### src/rtl/irq_ctrl_pkg.sv
// rtl/irq_ctrl_pkg.sv - shared constants and FSM state encoding for irq_ctrl
package irq_ctrl_pkg;

  localparam int NDEV = 8;
  localparam int VECW = 3;

  typedef enum logic [2:0] {
    S_IDLE  = 3'd0,
    S_PULSE = 3'd1,
    S_WAIT  = 3'd2,
    S_HELD  = 3'd3,
    S_DRAIN = 3'd4
  } state_t;

endpackage

### src/rtl/irq_ctrl_prio_pick.sv
// rtl/irq_ctrl_prio_pick.sv - winner select; fixed priority (bit 0 highest) or round-robin under IRQ_ROTATE_EN
import irq_ctrl_pkg::*;

module irq_prio_pick (
  input  logic [NDEV-1:0] eligible,
`ifdef IRQ_ROTATE_EN
  input  logic [VECW-1:0] ptr,
`endif
  output logic [VECW-1:0] idx,
  output logic            any
);

`ifdef IRQ_ROTATE_EN
  logic [VECW-1:0] j;

  // Walk farthest-to-nearest from ptr+1 so the last hit is the closest one after ptr.
  always_comb begin
    idx = '0;
    j   = '0;
    any = |eligible;
    for (int k = NDEV - 1; k >= 0; k--) begin
      j = ptr + VECW'(k) + 3'd1;
      if (eligible[j]) idx = j;
    end
  end
`else
  always_comb begin
    idx = '0;
    any = |eligible;
    for (int k = NDEV - 1; k >= 0; k--) begin
      if (eligible[k]) idx = VECW'(k);
    end
  end
`endif

endmodule

### src/rtl/irq_ctrl.sv
// rtl/irq_ctrl.sv - multi-source interrupt controller; IRQ_ROTATE_EN selects round-robin priority
import irq_ctrl_pkg::*;

module irq_ctrl #(
  parameter int IRQ_PULSE = 2
) (
  input  logic            clk4,
  input  logic            reset,
  input  logic [NDEV-1:0] nirq_dev,
  input  logic            nirqs,
  input  logic            nwr_mask,
  input  logic [NDEV-1:0] d_in,
  input  logic            nrd_vec,
  output logic            nirq,
  output logic [VECW-1:0] vec,
  output logic            vec_valid,
  output logic            spur,
  output logic [NDEV-1:0] pending,
  output logic [NDEV-1:0] mask
);

  logic [NDEV-1:0] sync1, sync2, sync3;
  logic [NDEV-1:0] fall, eligible, clr;
  logic [VECW-1:0] idx;
  logic            any;
  logic [3:0]      cnt;
  state_t          state, state_nx;
  logic            load_cnt, capture, ack;

  // sync3 is the previous synchronised sample; a 1->0 step marks a new request.
  assign fall     = sync3 & ~sync2;
  assign eligible = pending & mask;
  assign clr      = (capture && any) ? (NDEV'(1) << idx) : '0;

`ifdef IRQ_ROTATE_EN
  logic [VECW-1:0] ptr;

  irq_prio_pick u_pick (
    .eligible (eligible),
    .ptr      (ptr),
    .idx      (idx),
    .any      (any)
  );

  always_ff @(posedge clk4) begin
    if (reset)                ptr <= 3'd7;
    else if (capture && any)  ptr <= idx;
  end
`else
  irq_prio_pick u_pick (
    .eligible (eligible),
    .idx      (idx),
    .any      (any)
  );
`endif

  always_ff @(posedge clk4) begin
    if (reset) state <= S_IDLE;
    else       state <= state_nx;
  end

  always_comb begin
    state_nx = state;
    load_cnt = 1'b0;
    capture  = 1'b0;
    ack      = 1'b0;
    case (state)
      S_IDLE:  if (|eligible) begin state_nx = S_PULSE; load_cnt = 1'b1; end
      S_PULSE: if (cnt == 4'd1) state_nx = S_WAIT;
      S_WAIT:  if (!nirqs) begin state_nx = S_HELD; capture = 1'b1; end
      S_HELD:  if (!nrd_vec) begin state_nx = S_DRAIN; ack = 1'b1; end
      S_DRAIN: if (nirqs) state_nx = S_IDLE;
      default: state_nx = S_IDLE;
    endcase
  end

  always_ff @(posedge clk4) begin
    if (reset) begin
      sync1     <= '1;
      sync2     <= '1;
      sync3     <= '1;
      pending   <= '0;
      mask      <= '0;
      nirq      <= 1'b1;
      cnt       <= '0;
      vec       <= '0;
      vec_valid <= 1'b0;
      spur      <= 1'b0;
    end else begin
      sync1   <= nirq_dev;
      sync2   <= sync1;
      sync3   <= sync2;
      pending <= (pending & ~clr) | fall;
      if (!nwr_mask) mask <= d_in;

      if (load_cnt) begin
        cnt  <= 4'(IRQ_PULSE);
        nirq <= 1'b0;
      end else if (state == S_PULSE) begin
        if (cnt == 4'd1) begin
          cnt  <= '0;
          nirq <= 1'b1;
        end else begin
          cnt <= cnt - 4'd1;
        end
      end

      if (capture) begin
        vec_valid <= 1'b1;
        vec       <= any ? idx : '0;
        spur      <= ~any;
      end else if (ack) begin
        vec_valid <= 1'b0;
        spur      <= 1'b0;
      end
    end
  end

endmodule
### config.mk
export PLATFORM = sky130hd
export DESIGN_NAME = irq_ctrl
export DESIGN_NICKNAME = d
export VERILOG_FILES = /design/src/rtl/irq_ctrl_pkg.sv /design/src/rtl/irq_ctrl_prio_pick.sv /design/src/rtl/irq_ctrl.sv
export SDC_FILE = /design/constraint.sdc
export NUM_CORES = 1
export LEC_CHECK = 0
export ABC_AREA = 1
export CAP_MARGIN = 40
export CORE_MARGIN = 1
export CORE_UTILIZATION = 49
export DETAILED_ROUTE_END_ITERATION = 12
export GPL_TIMING_DRIVEN = 0
export PLACE_DENSITY = 0.85
export SLEW_MARGIN = 30
export SYNTH_ARGS = -nofsm -noshare
export SYNTH_HDL_FRONTEND = slang
export SYNTH_SLANG_ARGS = --single-unit
### constraint.sdc
create_clock -name clk4 -period 1.3 [get_ports clk4]
set_clock_uncertainty 0.05 [all_clocks]
set_input_delay 0.26 -clock clk4 [delete_from_list [all_inputs] [get_ports clk4]]
set_output_delay 0.26 -clock clk4 [all_outputs]
set_load 0.01 [all_outputs]
* Word level (Yosys, flattened, before mapping) *
Cells that the tools add are included.

operators by class
  add/subtract/negate cells = 1
  multiplexer cells = 31
  reductions and logical operators = 9
  eq/ne operators = 10
  shift operators = 1
  bitwise logic cells = 7

operators by type and width
  operator                                          number
  two-way mux 3 bit                                 14
  bitwise AND 8 bit                                 3
  NOT 8 bit                                         2
  case mux 3 bit (5 select lines)                   1
  two-way mux 1 bit                                 12
  != test 2 bit, second input constant              5
  two-way mux 8 bit                                 1
  OR 8 bit                                          1
  OR reduction 8 bit                                1
  << shifter 1 x 3 -> 8 bit, first input constant   1
  == test 3 x 2 -> 1 bit, second input constant     2
  nonzero test 2 bit                                3
  AND reduction 5 bit                               1
  == test 4 x 1 -> 1 bit, second input constant     1
  two-way mux 2 bit                                 2
  two-way mux 4 bit                                 1
  subtractor 4 x 1 -> 4 bit, second input constant  1
  == test 3 x 1 -> 1 bit, second input constant     1
  == test 3 bit, second input constant              1
  zero test 3 bit                                   1
  AND reduction 2 bit                               1
  OR reduction 2 bit                                1
  logical AND 1 bit                                 1
  NOT 1 bit                                         1

word-level totals
  output and inout port bits = 22
  flip-flop bits (word level) = 53
  logic and storage cells = 71
  bits of input ports = 21

* Depth between registers and ports, before layout *
Gate-level depths: netlist of run 1.

  depth in word-level cells = 14
  depth in mapped cells = 12
  mapped depth without buffers = 12

* Cells and area by module *
From an unflattened synthesis of run 1, not the netlist that was laid out.

second synthesis, totals
  cell total of the unflattened synthesis = 268
  area total of the unflattened synthesis = 2103.3 um2

modules (own cells, without submodules)
  module         sequential area each (um2)  times used  cells an instance  area an instance (um2)
  irq_ctrl       1061.0                      1           246                2004.4
  irq_prio_pick  0.0                         1           22                 98.8

* Least setup slack after synthesis of run 1 *
OpenSTA, ideal clock, no wires.

  path kind = flip-flop to flip-flop
  start point = register pending[0]
  end point = register cnt[3]
  library setup time = 62 ps
  slack = 52 ps
  required time = 1188 ps
  stages on the path, launching flop included = 10
  data arrival time = 1136 ps
  path buffers = 0
  period minus slack after synthesis = 1248 ps
  path through = dfxtp_1 nand2_2 nand2_2 nor2_2 inv_1 nor2_1 inv_1 nand2_1 nand3_1 nor2_2

on the way
  longest elaborated chain between the ends = 5

ends and longest elaborated chain
  item                          RTL line         RTL
  start, declared               irq_ctrl.sv:18   output logic [NDEV-1:0] pending,
  start signal, assigned        irq_ctrl.sv:93   pending <= (pending & ~clr) | fall;
  bitwise AND 8 bit             irq_ctrl.sv:32   assign eligible = pending & mask;
  OR reduction 8 bit            irq_ctrl.sv:68   S_IDLE: if (|eligible) begin state_nx = S_PULSE; load_cnt = 1'b1; end
  two-way mux 1 bit             irq_ctrl.sv:68
  two-way mux 1 bit             irq_ctrl.sv:67   case (state)
  OR reduction 2 bit (no line)  --
  end signal, assigned          irq_ctrl.sv:97   cnt <= 4'(IRQ_PULSE);
  end signal, assigned          irq_ctrl.sv:104  cnt <= cnt - 4'd1;
  end, declared                 irq_ctrl.sv:26   logic [3:0] cnt;

No other way between the ends.
A chain may end at the register's enable or synchronous reset.

* Worst setup path in the final report of run 1 *
  start point = register pending[3]
  end point = register pending[6]

on the way
  longest elaborated chain between the ends = 10
  elaborated cells between the ends (all ways) = 12
  those cells by class = shift (1); mux (5); bitwise (4); reduce/logical (2)

ends and longest elaborated chain
  item                            RTL line                  RTL
  bitwise AND 8 bit *             irq_ctrl.sv:32
  two-way mux 3 bit (4 in a row)  irq_ctrl_prio_pick.sv:31  if (eligible[k]) idx = VECW'(k);
  << shifter 1 x 3 -> 8 bit       irq_ctrl.sv:33            assign clr = (capture && any) ? (NDEV'(1) << idx) : '0;
  two-way mux 8 bit *             irq_ctrl.sv:33
  NOT 8 bit *                     irq_ctrl.sv:93
  bitwise AND 8 bit *             irq_ctrl.sv:93
  OR 8 bit *                      irq_ctrl.sv:93

Mark *: on every way between the ends. The rest lies on a longest branch, timed or not.

==> results of run 1 <==
[cell families (layout without fill, tap and decap cells)]
group | after synthesis | count (layout) | synth area share (%)
fa+ha+maj | 2 | 2 | 1.251
simple gates | 139 | 139 | 31.98
xor+xnor | 2 | 2 | 0.8763
flops | 53 | 53 | 53.07
compound gates | 23 | 23 | 6.070
buf+inv | 36 | 97 | 6.758
[critical path, stage by stage, from the launching register on]
cell     delay, ns
dfxtp_2       0.35
nand2_2       0.10
nand2_4       0.07
nor2_4        0.17
nand2_2       0.10
nor2_4        0.19
nand3_2       0.08
nand2_1       0.08
a21oi_1       0.05
[stage by stage]
stage | worst slack [ns] | hold WS, ns | area [um2]
final | -0.08304 | 0.3660 | 2858
after global routing | -0.1451 | 0.3796 | 2858
after CTS | -0.01617 | 0.3650 | 2624
after detailed placement | -0.4783 | 0.3438 | 2480
after global placement | -0.4790 | 0.3410 | 2480
after floorplan | 0.05187 | 0.3138 | 1999
[flip-flops by register name, summed over array words and instances, names as in the netlist, 3 cells and up]
name,cells
state,3
sync2,8
pending,8
sync3,8
mask,8
vec,3
cnt,4
sync1,8
[synthesized netlist by cell type]
cell	n	area [um2]
nand2_1	61	229.0
dfxtp_1	53	1061
nor2_1	32	120.1
inv_1	28	105.1
nand3_1	17	85.08
or2_2	16	100.1
a21oi_1	11	55.05
o21ai_0	10	50.05
clkbuf_1	5	18.77
nand2_2	3	18.77
nand4_1	3	18.77
nor2_2	3	18.77
ha_1	2	25.02
inv_2	2	7.510
a211oi_1	1	7.510
a21oi_2	1	8.760
clkinv_1	1	3.750
nor3_1	1	5.000
nor3_4	1	16.27
nor4_4	1	21.27
or2_1	1	6.260
xnor2_1	1	8.760
xor2_1	1	8.760
[timing repair]
action | CTS | global route
gates cloned | 0 | 0
setup buffers | 1 | 10
pin swaps | 0 | 21
resized for setup | 42 | 67
setup endpoints to repair | 44 | 34
[final cells by class]
type | instances | area (um2)
inverters | 31 | 121.4
flip-flops and latches | 53 | 1095
repair buffers | 53 | 481.7
clock buffers | 7 | 86.33
plain buffers | 5 | 22.52
well taps | 48 | 60.06
clock inverters | 1 | 30.03
multi-input cells | 166 | 960.9
fillers | 261 | 940.9
[metal layers]
layer  track usage, %  up-vias  wire length (um)
met1            25.11      796              2013
met5                0        -                 0
met4            10.05        0               121
met3            4.310       11               184
li1                 -      911                 -
met2            36.48       47              2442
[worst paths after layout]
| kind | endpoint | slack [ns] | depth (start not counted) |
|---|---|---|---|
| hold reg to reg | sync2[0] | 0.37 | 1 |
| setup reg to reg | pending[6] | -0.08 | 8 |
| hold / removal | sync2[0] | 0.37 | 1 |
| setup / recovery | pending[6] | -0.08 | 8 |
[where the power goes]
group	leakage (nW)	total, mW	switching (mW)	internal, mW
registers	0.445	1.94	0.152	1.79
logic	0.828	0.882	0.472	0.410
clock network	0.0585	1.14	0.516	0.628
total	1.33	3.96	1.14	2.82
==> metrics.md, run 1 <==
| Metric | Value |
|---|---|
| Die Footprint | `4340 um2` |
| Initial DRC Count | `45` |
| Num CTS Buffers | `5` |
| Period utilization | `106.4%` |
| Core area | `3799 um2` |
| Area growth syn-to-layout | `42.93%` |
| Vias per cell | `4.849` |
| H-tree depth | `2` |
| Final slew viol count | `0` |
| Hold_sp | `sync1[0]` |
| Final setup vio count | `9` |
| Post-route insts no fill | `364` |
| HPWL Detailed | `2857 um` |
| Power Total | `3.964 mW` |
| Sequential area share after synthesis | `53.07%` |
| Critical Path Source | `pending[3]` |
| RSZ-0062 raised after global routing | `yes` |
| Vias in the first global route | `1506` |
| Core Rows | `22` |
| Final TNS setup | `-0.4379 ns` |
| Clock root cell | `clkbuf_8` |
| Clk slew on worst S/H paths | `0.09 ns` |
| Worst Hold Class | `reg -> reg` |
| Die height | `65.88 um` |
| PortBufs | `42` |
| CTS sink count | `53` |
| Status | `complete, but fails checks` |
| Clock Latency Late Sink | `0.30 ns` |
| CTS tree | `built` |
| Routability cong. | `0.8628` |
| Critical Path Start Type | `flip-flop` |
| Initial Utilization | `52.64%` |
| WL final | `4761 um` |
| Die Width | `65.88 um` |
| Min Tclk post-route | `1.383 ns` |
| Syn Area/Cell | `7.841 um2` |
| Largest net degree at the start of global routing | `16` |
| Antenna-violating nets left | `0` |
| Critical path type | `reg -> reg` |
| Io pins | `43` |
| LEAKAGE | `1.331 nW` |
| First-pass GRT wire length | `6810 um` |
| Commonest non-fill, non-tap cells in the layout | `nand2_1, dfxtp_1, nor2_1, inv_1, clkdlybuf4s50_1` |
| CP max FO | `5` |
| Global router's overall resource usage | `21.26%` |
| Setup ws final | `-0.08304 ns` |
| Commonest non-fill, non-tap cell in the layout | `nand2_1` |
| Util after Layout | `75.23%` |
| Post-Syn Area | `1999 um2` |
| Mapped Cells | `255` |
| WL/cell | `13.08 um` |
| Launching point of the worst reg2reg path | `pending[3]` |
| Initial antenna violation count | `0` |
| ANT cells | `0` |
| Total grt overflow | `0` |
| WP data required | `1.42 ns` |
| DRC viols | `0` |
| Clk buf depth | `2` |
| Worst Setup End Kind | `flip-flop` |
| Failing checks | `negative setup slack` |
| Peak VDD IR | `0.0009516 V` |
| Max Cap Viol | `0` |
| P per Cell Area | `1387 nW/um2` |
| Yosys cell types | `23` |
| Placed Instances | `345` |
| Syn Nets | `278` |
| Worst-margin pin slew | `0.4996 ns` |
| Seq cells post-synth | `53` |
| Final Hold Vio Count | `0` |
| Fin nets | `338` |
| Max Clock Freq | `723.0 MHz` |
| Share of layout cells above drive strength 1 | `33.23%` |
| Data arrival, critical path | `1.50 ns` |
| DR vias | `1765` |
| Drt pass-1 iters | `4` |
| Cts hold-fix bufs | `0` |
| Max_slew headroom | `66.69%` |
| Yosys warns | `0` |
Note: power is estimated with default switching activity, not from simulation.
==> inputs of run 2 (changes only) <==
- CORE_UTILIZATION: 49 -> 50
- PLACE_DENSITY: 0.85 -> 0.86
- SETUP_SLACK_MARGIN: unset -> 0.15
- SYNTH_HIERARCHICAL: unset -> 1
==> run 2 against run 1 <==
Against the previous run:
- the run still ends with negative setup slack left
- sequential power is essentially flat
- worst hold slack lost 0.0019 ns
- largest power group unchanged
- fmax shrank 20%
- area after synthesis grew 5.2%
==> metrics.md, run 2 <==
| Metric | Value |
|---|---|
| Status | `complete, but fails checks` |
| Failing checks | `negative setup slack` |
| Clk buf depth | `2` |
| Drt pass-1 iters | `5` |
| Worst path most repeated cell | `nand2_1` |
| Post-route cell area | `3279 um2` |
| Most common cell in the netlist | `dfxtp_1` |
| First-pass GRT wire length | `8266 um` |
| Top cell type's share of synthesized area | `50.45%` |
| Io pins | `43` |
| Highest routed layer | `met4` |
| LEAKAGE | `1.538 nW` |
| Syn Area/Cell | `7.848 um2` |
| Critical path type | `reg -> reg` |
| Sequential share of power | `44.0%` |
| Hold_sp | `sync1[7]` |
| Synth top area cells | `dfxtp_1, nand2_1, inv_1` |
| CTS sink count | `53` |
| Crit path max-delay family | `simple AND/OR/NAND/NOR gates` |
| Largest area contributor in the netlist | `dfxtp_1` |
| Core area | `4029 um2` |
| HPWL Detailed | `3357 um` |
| Initial antenna violation count | `0` |
| Worst-margin pin slew | `0.3758 ns` |
| WL final | `6579 um` |
| Cts hold-fix bufs | `0` |
| Commonest non-fill, non-tap cells in the layout | `nand2_1, buf_6, dfxtp_1, nor2_1, dfxtp_2` |
| Largest net degree at the start of global routing | `17` |
| ANT cells | `0` |
| Clock power frac | `26.5%` |
| Routed met2 length | `3376 um` |
| Internal Power | `2.980 mW` |
| Post-synth EDFFs | `0` |
| Max stage delay on crit path | `0.37 ns` |
| Clk slew on worst S/H paths | `0.09 ns` |
| Syn Nets | `291` |
| Sequential area share after synthesis | `50.45%` |
| Metal3 WL | `455 um` |
| Core Rows | `23` |
| Final setup vio count | `19` |
| Vias in the first global route | `1892` |
| Critical Path Start Type | `flip-flop` |
| CP max FO | `5` |
| Yosys warns | `6` |
| Initial DRC Count | `216` |
| Post-synth top flop | `dfxtp_1` |
| Final slew viol count | `0` |
| Routability cong. | `0.8225` |
| Clock Latency Late Sink | `0.31 ns` |
| H-tree depth | `2` |
| Placed Instances | `360` |
| Launching point of the worst reg2reg path | `pending[5]` |
| Period utilization | `133.7%` |
| Max Cap Viol | `0` |
| Combinational share of power | `29.4%` |
| WL/cell | `16.41 um` |
| Clock root cell | `clkbuf_8` |
| Power Total | `4.373 mW` |
| Setup slack at placement | `-0.4322 ns` |
| Seq cells post-synth | `53` |
| Global router's overall resource usage | `25.52%` |
| Yosys cell types | `30` |
| Area growth syn-to-layout | `55.92%` |
| Die Footprint | `4470 um2` |
| Share of layout cells above drive strength 1 | `49.57%` |
| Worst Setup End Kind | `flip-flop` |
| P per Cell Area | `1334 nW/um2` |
| Mapped Cells | `268` |
| Worst Hold Class | `reg -> reg` |
| Util after Layout | `81.40%` |
| DR vias | `2220` |
| Vias per cell | `5.536` |
| Initial Utilization | `52.20%` |
| Wl on met1 | `2366 um` |
| Max_slew headroom | `74.85%` |
| CTS tree | `built` |
| Min Tclk post-route | `1.738 ns` |
| Die Width | `66.86 um` |
| Fillcell total | `215` |
| DRC viols | `0` |
| WP data required | `1.44 ns` |
| Total grt overflow | `0` |
| Post-route insts no fill | `401` |
| Post-Syn Area | `2103 um2` |
| Data arrival, critical path | `1.87 ns` |
| Fin nets | `373` |
| PortBufs | `42` |
| Setup ws final | `-0.4384 ns` |
| Top cells by count, synth | `dfxtp_1, nand2_1, inv_1` |
| Peak VDD IR | `0.001136 V` |
| CP max stage cell | `dfxtp_2` |
| Worst path bufs/invs | `2` |
| Sw Share | `31.86%` |
| Antenna-violating nets left | `0` |
| Final Hold Vio Count | `0` |
| RSZ-0062 raised after global routing | `yes` |
| Critical Path Source | `pending[5]` |
| Dpl cell area | `2648 um2` |
| Sw Pwr | `1.393 mW` |
| Num CTS Buffers | `5` |
| Post-synthesis async set-or-reset flop share | `0%` |
| Die height | `66.86 um` |
| Commonest non-fill, non-tap cell in the layout | `nand2_1` |
| CP Cell Sequence | `nand2_2, inv_2, inv_2, nand2_1, nand2_1, nand2_1, nand2_1, a21oi_4, nand2_1, nor2_2, o22ai_1` |
| Max Clock Freq | `575.2 MHz` |
==> run 2: cell count changes after synthesis, sizes merged, moves of 3 or more <==
cell,before,now
or2,17,22
nand3,17,13
o22ai,0,3
o21ai,10,14
inv,30,38
nand2,64,55
==> run 2: worst register-to-register path: stages (launching register included) <==
cell,delay [ns]
dfxtp_2,0.37
nand2_2,0.08
inv_2,0.10
inv_2,0.06
nand2_1,0.09
nand2_1,0.07
nand2_1,0.07
nand2_1,0.08
a21oi_4,0.22
nand2_1,0.19
nor2_2,0.16
o22ai_1,0.09
==> run 2: timing repair <==
item                       in CTS  in global routing
pin swaps                      13                  8
setup endpoints to repair      67                 42
gates resized for setup       159                 40
buffers inserted               19                 13
cloned                          1                  0
hold endpoints to repair        0                  0
==> run 2: stage by stage <==
step	TNS (ns)	hold WS, ns
after floorplan	-1.089	0.3138
after global placement	-13.71	0.3405
after detailed placement	-14.91	0.3457
after CTS	-3.349	0.3671
after global routing	-6.597	0.3741
final	-5.441	0.3641
==> run 2: final cells by class <==
cell class / instances / area [um2] / area share, %
clock buffer: 6 / 82.58 / 2.518
sequential: 53 / 1097 / 33.46
tap: 50 / 62.56 / 1.908
clock inverter: 2 / 37.54 / 1.145
buffer: 6 / 51.30 / 1.564
multi-input combinational: 170 / 1070 / 32.62
inverter: 39 / 150.1 / 4.578
timing repair buffer: 75 / 728.2 / 22.21
==> run 2: path summary, 6_finish.rpt <==
path / cells after the start / slack [ns] / endpoint
max: 11 / -0.44 / pending[7]
min reg2reg: 1 / 0.36 / sync2[7]
min: 1 / 0.36 / sync2[7]
max reg2reg: 11 / -0.44 / pending[7]
==> run 2: cell families after synthesis <==
kind of cell,count (synthesis),synth area share (%)
AND/OR/NAND/NOR,136,31.77
flip-flops,53,50.45
buffers and inverters,45,8.269
AO/OA/AOI/OAI,30,7.496
XOR/XNOR,2,0.8330
adder cells (fa/ha/maj),2,1.190
==> run 2: power by group through the flow <==
stage                     sequential, mW  clock (mW)  combinational, mW
after floorplan                     1.95           0              0.658
after global placement              1.94           0              0.918
after detailed placement            1.95           0              0.955
after CTS                           1.92        1.16               1.10
after global routing                1.94        1.24               1.39
final                               1.93        1.16               1.29
==> run 2: layer usage <==
| layer | global-route usage [%] | up-vias |
|---|---|---|
| met2 | 45.45 | 135 |
| met4 | 13.83 | 0 |
| met1 | 27.80 | 1044 |
| met3 | 5.479 | 41 |
| li1 | - | 1000 |
| met5 | 0 | - |
==> inputs of run 3 (changes only) <==
- GPL_ROUTABILITY_DRIVEN: unset -> 0
==> results of run 3 <==
No change in the layout: final DEF, timing and power equal those of run 2.
